===== config.mk =====
export PLATFORM = sky130hd
export DESIGN_NAME = seq_step_ctrl
export DESIGN_NICKNAME = d
export VERILOG_FILES = /design/src/rtl/seq_step_ctrl_pkg.sv /design/src/rtl/face_successor.sv /design/src/rtl/seq_step_ctrl.sv
export SDC_FILE = /design/constraint.sdc
export NUM_CORES = 1
export LEC_CHECK = 0
export BUFFER_PORTS_ARGS = -buffer_cell sky130_fd_sc_hd__clkbuf_2
export CAP_MARGIN = 20
export CORE_ASPECT_RATIO = 0.5
export CORE_MARGIN = 1.5
export CORE_UTILIZATION = 35
export DETAILED_ROUTE_END_ITERATION = 8
export GPL_TIMING_DRIVEN = 0
export PLACE_DENSITY = 0.61
export SETUP_SLACK_MARGIN = 0.02
export SYNTH_ARGS = -nofsm -noshare
export SYNTH_HDL_FRONTEND = slang
export SYNTH_SLANG_ARGS = --single-unit

===== constraint.sdc =====
create_clock -name clk -period 2.95 [get_ports clk]
set_input_delay 0.4425 -clock clk [delete_from_list [all_inputs] [get_ports clk]]
set_output_delay 0.4425 -clock clk [all_outputs]
set_load 0.02 [all_outputs]

===== src/rtl/seq_step_ctrl_pkg.sv =====
// Shared constants for the step controller: face codes, face values,
// controller state encoding and the code-to-face decode helper.
package seq_step_ctrl_pkg;

    // Face codes carried on state_q[3:1]
    localparam logic [2:0] CODE_A = 3'b101;
    localparam logic [2:0] CODE_B = 3'b100;
    localparam logic [2:0] CODE_C = 3'b011;
    localparam logic [2:0] CODE_D = 3'b110;
    localparam logic [2:0] CODE_E = 3'b111;
    localparam logic [2:0] CODE_F = 3'b010;

    // Face values presented on the face output
    localparam logic [2:0] FACE_ABC = 3'd3;
    localparam logic [2:0] FACE_D   = 3'd5;
    localparam logic [2:0] FACE_E   = 3'd6;
    localparam logic [2:0] FACE_F   = 3'd2;
    localparam logic [2:0] FACE_BAD = 3'd0;

    // Power-up / reset contents of state_q: face A, flag clear
    localparam logic [3:0] STATE_RST = {CODE_A, 1'b0};

    typedef enum logic [1:0] {
        S_IDLE     = 2'd0,
        S_ACK      = 2'd1,
        S_WAIT_REL = 2'd2,
        S_RUN      = 2'd3
    } fsm_e;

    // Codes 000/001 are not faces and decode to 0
    function automatic logic [2:0] face_of(input logic [2:0] code);
        logic [2:0] f;
        case (code)
            CODE_A, CODE_B, CODE_C: f = FACE_ABC;
            CODE_D:                 f = FACE_D;
            CODE_E:                 f = FACE_E;
            CODE_F:                 f = FACE_F;
            default:                f = FACE_BAD;
        endcase
        return f;
    endfunction

endpackage


===== src/rtl/face_successor.sv =====
// Combinational next-face lookup. Up order A>B>C>D>E>F>A, down is the
// reverse; any non-face code (top two bits 00) recovers to A.
module face_successor
    import seq_step_ctrl_pkg::*;
(
    input  logic [2:0] code_i,
    input  logic       dir_down_i,
    output logic [2:0] next_code_o
);

    // Successor table with recovery of illegal codes to A
    always_comb begin
        next_code_o = CODE_A;
        if (code_i[2:1] != 2'b00) begin
            if (dir_down_i) begin
                case (code_i)
                    CODE_A:  next_code_o = CODE_F;
                    CODE_B:  next_code_o = CODE_A;
                    CODE_C:  next_code_o = CODE_B;
                    CODE_D:  next_code_o = CODE_C;
                    CODE_E:  next_code_o = CODE_D;
                    CODE_F:  next_code_o = CODE_E;
                    default: next_code_o = CODE_A;
                endcase
            end else begin
                case (code_i)
                    CODE_A:  next_code_o = CODE_B;
                    CODE_B:  next_code_o = CODE_C;
                    CODE_C:  next_code_o = CODE_D;
                    CODE_D:  next_code_o = CODE_E;
                    CODE_E:  next_code_o = CODE_F;
                    CODE_F:  next_code_o = CODE_A;
                    default: next_code_o = CODE_A;
                endcase
            end
        end
    end

endmodule


===== src/rtl/seq_step_ctrl.sv =====
// Step controller: advances a face code either by a manual req/ack
// handshake (one advance per held request) or by an auto-run prescaler.
// Every output except the face decode is a register.
module seq_step_ctrl
    import seq_step_ctrl_pkg::*;
(
    input  logic       clk,
    input  logic       rst_n,
    input  logic       step_req,
    input  logic       dir_down,
    input  logic       auto_en,
    input  logic [3:0] rate,
    input  logic       flag_in,
    output logic [3:0] state_q,
    output logic [2:0] face,
    output logic       step_ack,
    output logic       step_strobe,
    output logic [3:0] lap,
    output logic       busy
);

    fsm_e       fsm_q, fsm_d;
    logic [3:0] presc_q, presc_d;
    logic       adv;
    logic       manual;
    logic       wrap;
    logic [2:0] next_code;

    face_successor u_succ (
        .code_i      (state_q[3:1]),
        .dir_down_i  (dir_down),
        .next_code_o (next_code)
    );

    // Next-state, prescaler and advance decision; auto_en beats step_req
    always_comb begin
        fsm_d   = fsm_q;
        presc_d = presc_q;
        adv     = 1'b0;
        manual  = 1'b0;
        case (fsm_q)
            S_IDLE: begin
                if (auto_en) begin
                    fsm_d   = S_RUN;
                    presc_d = 4'd0;
                end else if (step_req) begin
                    fsm_d  = S_ACK;
                    adv    = 1'b1;
                    manual = 1'b1;
                end
            end
            S_ACK: fsm_d = S_WAIT_REL;
            S_WAIT_REL: begin
                if (auto_en) begin
                    fsm_d   = S_RUN;
                    presc_d = 4'd0;
                end else if (!step_req) begin
                    fsm_d = S_IDLE;
                end
            end
            S_RUN: begin
                if (!auto_en) begin
                    fsm_d = S_IDLE;
                end else if (presc_q >= rate) begin
                    // >= rather than == so a rate drop below the count fires at once
                    presc_d = 4'd0;
                    adv     = 1'b1;
                end else begin
                    presc_d = presc_q + 4'd1;
                end
            end
            default: fsm_d = S_IDLE;
        endcase
    end

    // A lap completes when the sequence crosses the F/A boundary
    always_comb begin
        wrap = (!dir_down && state_q[3:1] == CODE_F) ||
               ( dir_down && state_q[3:1] == CODE_A);
    end

    // Registered state, pulses and lap counter
    always_ff @(posedge clk) begin
        if (!rst_n) begin
            fsm_q       <= S_IDLE;
            presc_q     <= 4'd0;
            state_q     <= STATE_RST;
            step_ack    <= 1'b0;
            step_strobe <= 1'b0;
            lap         <= 4'd0;
            busy        <= 1'b0;
        end else begin
            fsm_q       <= fsm_d;
            presc_q     <= presc_d;
            step_ack    <= manual;
            step_strobe <= adv;
            busy        <= (fsm_d == S_RUN);
            if (adv) begin
                state_q <= {next_code, flag_in};
                if (wrap) lap <= lap + 4'd1;
            end
        end
    end

    // Zero-latency decode of the registered code
    always_comb begin
        face = face_of(state_q[3:1]);
    end

endmodule


# After elaboration in Yosys (flattened, before gate mapping)
# Index checks and enable logic that the tools add are counted.
# W data, S select, Z words.
[op_classes]
addsub = 2
multipliers = 0
n_div = 0
magnitude_cmp = 1
n_eq_ne = 12
shift = 0
mux = 20
bitwise = 0
reduce_logical = 12
[ops]
columns = ["op", "n"]
rows = [
  ["$pmux W3 S5", 2],
  ["$eq A3 B3 Y1 const B", 4],
  ["$mux W4", 3],
  ["$pmux W3 S4", 1],
  ["$mux W2", 5],
  ["$add A4 B1 Y4 const B", 2],
  ["$pmux W2 S4", 1],
  ["$pmux W4 S2", 1],
  ["$eq A2 B2 Y1 const B", 3],
  ["$eq A3 B2 Y1 const B", 2],
  ["$mux W3", 2],
  ["$ge A4 B4 Y1", 1],
  ["$mux W1", 4],
  ["$reduce_and A2 Y1", 2],
  ["$reduce_bool A2 Y1", 2],
  ["$reduce_and A3 Y1", 1],
  ["$reduce_or A3 Y1", 1],
  ["$eq A2 B1 Y1 const B", 1],
  ["$logic_and A1 B1 Y1", 2],
  ["$logic_not A2 Y1", 1],
  ["$ne A2 B1 Y1 const B", 1],
  ["$ne A2 B2 Y1 const B", 1],
  ["$pmux W1 S2", 1],
  ["$reduce_or A2 Y1", 1],
  ["2 further kinds", 2],
]
[word_totals]
reg_bits = 17
latch_bits = 0
ramBits = 0
rom_bits = 0
out_inout_bits = 14
mem_count = 0

# Logic depth before layout (Yosys ltp)
[logic_depth]
word_depth = 5
ltp_mapped = 7
mapped_depth_nobuf = 7

# Modules after synthesis
# Synthesis repeated with hierarchy kept, for this count alone.
[hier_totals]
hier_cells = 119
area_unflattened_um2 = 1044.8
[modules_own_cells]
columns = ["mod", "n_inst", "cells_each", "area_per_inst_um2", "seq_area_each_um2"]
rows = [
  ["seq_step_ctrl", 1, 113, 998.5, 340.3],
  ["face_successor", 1, 6, 46.3, 0.0],
]

# Least setup slack after synthesis
# Ideal clock, no wire load.
[synth_path]
kind = "register to register"
from = "register state_q[3]"
to = "register lap[3]"
setup_ps = 71
arrival_time_ps = 1704
path_slack_ps = 1176
stages_incl_launch_ff = 7
path_buffers = 1
synth_period_minus_slack_ps = 1774
path_cell_list = "dfxtp_1 buf_6 or4b_1 nand2_1 nand3_2 or3_1 a21oi_1"
[synth_between]
elab_chain_len = 4
[synth_rtl]
columns = ["element", "line", "text"]
rows = [
  ["from (decl)", "seq_step_ctrl.sv:14", "output logic [3:0] state_q,"],
  ["from (signal assigned)", "seq_step_ctrl.sv:99", "state_q <= {next_code, flag_in};"],
  ["$eq A3 B2 Y1 / $eq A3 B3 Y1 (equally long branches)", "seq_step_ctrl.sv:78, seq_step_ctrl.sv:79", ""],
  ["$logic_and A1 B1 Y1 (on tied branches)", "seq_step_ctrl.sv:78, seq_step_ctrl.sv:79", ""],
  ["$logic_or A1 B1 Y1 *", "seq_step_ctrl.sv:78", "wrap = (!dir_down && state_q[3:1] == CODE_F) ||"],
  ["$reduce_and A2 Y1 (no source line) *", "n/a", ""],
  ["to (signal assigned)", "seq_step_ctrl.sv:100", "if (wrap) lap <= lap + 4'd1;"],
  ["to (decl)", "seq_step_ctrl.sv:18", "output logic [3:0] lap,"],
]
# Every way passes the cells marked *; elsewhere a longest branch is shown, timed or not.
# A chain may end at the register's enable or synchronous reset.

# Worst setup path after layout
[layout_path]
from = "register presc_q[0]"
to = "register state_q[3]"
[layout_between]
elab_chain_len = 4
[layout_rtl]
columns = ["element", "line", "text"]
rows = [
  ["from (decl)", "seq_step_ctrl.sv:23", "logic [3:0] presc_q, presc_d;"],
  ["from (signal assigned)", "seq_step_ctrl.sv:94", "presc_q <= presc_d;"],
  ["$ge A4 B4 Y1", "seq_step_ctrl.sv:64", "end else if (presc_q >= rate) begin"],
  ["$mux W1", "seq_step_ctrl.sv:64", ""],
  ["$mux W1", "seq_step_ctrl.sv:62", "if (!auto_en) begin"],
  ["$pmux W1 S2", "seq_step_ctrl.sv:41", "case (fsm_q)"],
]
# No other way between the ends.

==> impl_metrics.py <==
metrics = {
    "status": {
        "status": "finished clean",
    },
    "synth": {
        "synth_top_cell_by_area": "dfxtp_1",
        "synth.avg_cell_area_um2": 8.55,
        "synth_top_family_by_area": "simple AND/OR/NAND/NOR gates",
        "yosys_warnings": 0,
        "synth.cell_area_um2": 975,
        "synthCells": 114,
        "synthTopCellsByArea": "dfxtp_1 (35%), ha_1 (14%), a21oi_1 (4.6%), nand2_1 (4.6%), nor2_1 (4.2%)",
        "synthMuxAreaShare": 0.0321,
        "yosysSeqAreaShare": 0.349,
        "synthSimpleGateAreaFrac": 0.205,
        "yosysUniqueCellTypes": 33,
        "synth_edf_count": 0,
        "ys_ff_latch": 17,
        "synth_fp_nets": 135,
        "synthAdderAreaFrac": 0.141,
        "synth-compound-area-share": 0.177,
        "synthXorXnorAreaFrac": 0.0449,
        "synthArstFlopShare": 0,
        "synth_flop_cell": "dfxtp_1",
        "synth_top_area_frac": 0.349,
    },
    "timing": {
        "hold_viol": 0,
        "tns_ns": 0,
        "setup_viol": 0,
        "maxSlewViolCount": 0,
        "fin_crit_sh": 0.654,
        "rsz0062_at_grt": "no",
        "tightest_slew_ns": 0.474,
        "finClkSkew_ns": 0.00209,
        "fmax_ghz": 0.518,
        "whs_ns": 0.428,
        "maxSlewHeadroom": 0.684,
        "finalCriticalPeriod_ns": 1.93,
    },
    "floorplanning": {
        "die_area_mm2": 0.00313,
        "placementRows": 13,
        "dieWidth_um": 77.6,
        "core_mm2": 0.00262,
        "io_pins": 24,
        "fp.dieH_um": 40.3,
        "start_util": 0.372,
    },
    "power_and_ir_drop": {
        "power.total_mw": 0.579,
        "powerDensity_mw_per_mm2": 492,
        "p_leak_nw": 0.550,
        "ir_worst_vdd_mv": 0.228,
    },
    "setup_path": {
        "r2r_cells": 7,
        "crit_start": "presc_q[0]$_SDFFE_PN0P_",
        "cp_max_fo": 6,
        "crit_required_ns": 3.08,
        "reg2reg_slack_ns": 1.02,
        "reg2reg_to": "state_q[3]$_SDFFE_PN1P_",
        "endpoint_kind": "register",
        "critPathKind": "reg -> reg",
        "cp_data_arrival_time_ns": 2.06,
        "critical_path.reg2reg.startpoint": "presc_q[0]$_SDFFE_PN0P_",
        "critPathLaunchType": "register",
    },
    "route": {
        "via_count": 812,
        "drt_iter0_drc": 37,
        "ant_nets": 0,
        "routedWlPerCell_um": 10.2,
        "firstDrtPassIters": 3,
        "viasPerCell": 4.59,
        "wirelength_mm": 1.80,
        "drc": 0,
    },
    "clocking": {
        "cts_resized": 0,
        "cts.sinks": 17,
        "root_buffer": "clkbuf_8",
        "cts-buffers-inserted": 3,
        "cts_setup_buffers": 0,
        "clockBufferDepth": 2,
        "cts_tree": "built",
        "h-tree-depth": 1,
        "clk_latency_ns": 0.25,
        "clkTransAtPathRegs_ns": 0.06,
        "ctsHoldBuffers": 0,
    },
    "job": {
        "cap_violations": 0,
    },
    "grt": {
        "grt_max_degree": 11,
        "antenna_found_initial": 0,
        "grt_pass1_vias": 681,
        "grt_first_pass_wirelength_mm": 2.90,
        "grt-ovfl-total": 0,
        "grt_use_total": 0.124,
    },
    "layout": {
        "antenna_cells": 0,
        "final_nets": 162,
        "layout-drive-gt1-share": 0.214,
        "syn_to_final_growth_pct": 20.7,
    },
    "hold_path": {
        "worstHoldEndpoint": "state_q[0]$_SDFFE_PN0P_",
        "min_path_cells": 3,
        "hold_class": "in -> reg",
        "worstHoldStart": "flag_in",
    },
    "placement": {
        "place.detailed.hpwl_mm": 1.41,
        "io_buffers": 22,
        "gp_congestion": 0.729,
    },
}
-- worst max path at each step --
stage	to	slack, ns	depth (start not counted)
finish	state_q[3]$_SDFFE_PN1P_	1.02	7
global route	state_q[0]$_SDFFE_PN0P_	0.77	7
CTS	state_q[3]$_SDFFE_PN1P_	1.02	7
detailed placement	state_q[3]$_SDFFE_PN1P_	0.97	7
global placement	state_q[3]$_SDFFE_PN1P_	0.98	7
floorplan	lap[3]$_SDFFE_PN0P_	1.18	6
-- flip-flops by register name (all words and copies together), names as in the netlist --
name and count:
state_q 4, fsm_q 2, lap 4, busy 1
step_strobe 1, presc_q 4, step_ack 1
-- worst max-delay path: stages, from the launching register on --
cell and delay (ns):
dfxtp_1 0.41, inv_1 0.07, ha_1 0.27, nor3b_1 0.33
o211ai_2 0.19, nand2_1 0.25, mux2i_1 0.22, nand2_1 0.06
-- cells in the mapped netlist (all sizes together), types with 2 or more instances --
cell type / count
xor2: 3
a21oi: 10
nand4b: 2
mux2i: 2
nand2: 12
nor2: 11
xnor2: 2
a211oi: 2
nand3: 4
nor3: 3
o211ai: 5
ha: 11
o21ai: 6
nor2b: 2
dfxtp: 17
clkbuf: 2
inv: 8
-- cell type report --
cell class                      count  area [um^2]
Inverter                            8         30.0
Clock buffer                        4         45.0
Sequential cell                    17          340
Timing Repair Buffer               22          110
Buffer                              3         18.8
Tap cell                           37         46.3
Multi-Input combinational cell     86          586
Fill cell                         262         1440
-- per-stage QoR --
| stage | worst slack [ns] | util | cells | cell area, um^2 |
|---|---|---|---|---|
| CTS | 1.02 | 0.449 | 177 | 1180 |
| detailed placement | 0.969 | 0.432 | 173 | 1130 |
| finish | 1.02 | 0.449 | 177 | 1180 |
| global placement | 0.977 | 0.432 | 173 | 1130 |
| global route | 0.768 | 0.449 | 177 | 1180 |
| floorplan | 1.18 | - | 114 | 975 |
-- power breakdown --
group / internal (mW) / leakage (nW) / switching (mW)
clock: 0.0956 / 0.0228 / 0.0741
sequential: 0.244 / 0.138 / 0.0151
combinational: 0.0604 / 0.389 / 0.0893
total: 0.400 / 0.550 / 0.179
-- layer usage --
layer	wire, um	GRT usage	vias to the layer above
li1	-	-	451
met1	983	0.166	351
met2	768	0.198	8
met3	32	0.0205	2
met4	19	0.0682	0
met5	0	0	-
-- placed cells by master, fill, tap and decap left out --
cell type / Yosys / final
or4b_1: 1 / 1
nand4b_1: 2 / 2
dfxtp_1: 17 / 17
or3_1: 1 / 1
a21o_1: 1 / 1
mux2_2: 1 / 1
nor3b_1: 1 / 1
a21oi_2: 1 / 1
o32ai_1: 1 / 1
nor2b_1: 2 / 2
buf_6: 1 / 1
a211oi_1: 2 / 2
nand3_1: 3 / 3
o211ai_2: 1 / 1
clkbuf_2: 0 / 22
xnor2_1: 2 / 2
o31ai_1: 1 / 1
a21oi_1: 9 / 9
nand2_1: 12 / 12
clkbuf_1: 2 / 3
o211ai_1: 4 / 4
o21bai_1: 1 / 1
o21ai_0: 4 / 4
o21ai_1: 2 / 2
and2_1: 1 / 1
nor3_1: 3 / 3
nand4_1: 1 / 1
clkbuf_8: 0 / 3
nand3b_1: 1 / 1
inv_1: 8 / 8
nor2_1: 11 / 11
ha_1: 11 / 11
xor2_1: 3 / 3
mux2i_1: 2 / 2
nand3_2: 1 / 1
-- logic make-up after synthesis --
family          count (synthesis)
fa+ha+maj                      11
flops                          17
simple gates                   40
buf+inv                        11
mux                             3
compound gates                 27
xor+xnor                        5
Power figures use the tool's default switching activity.
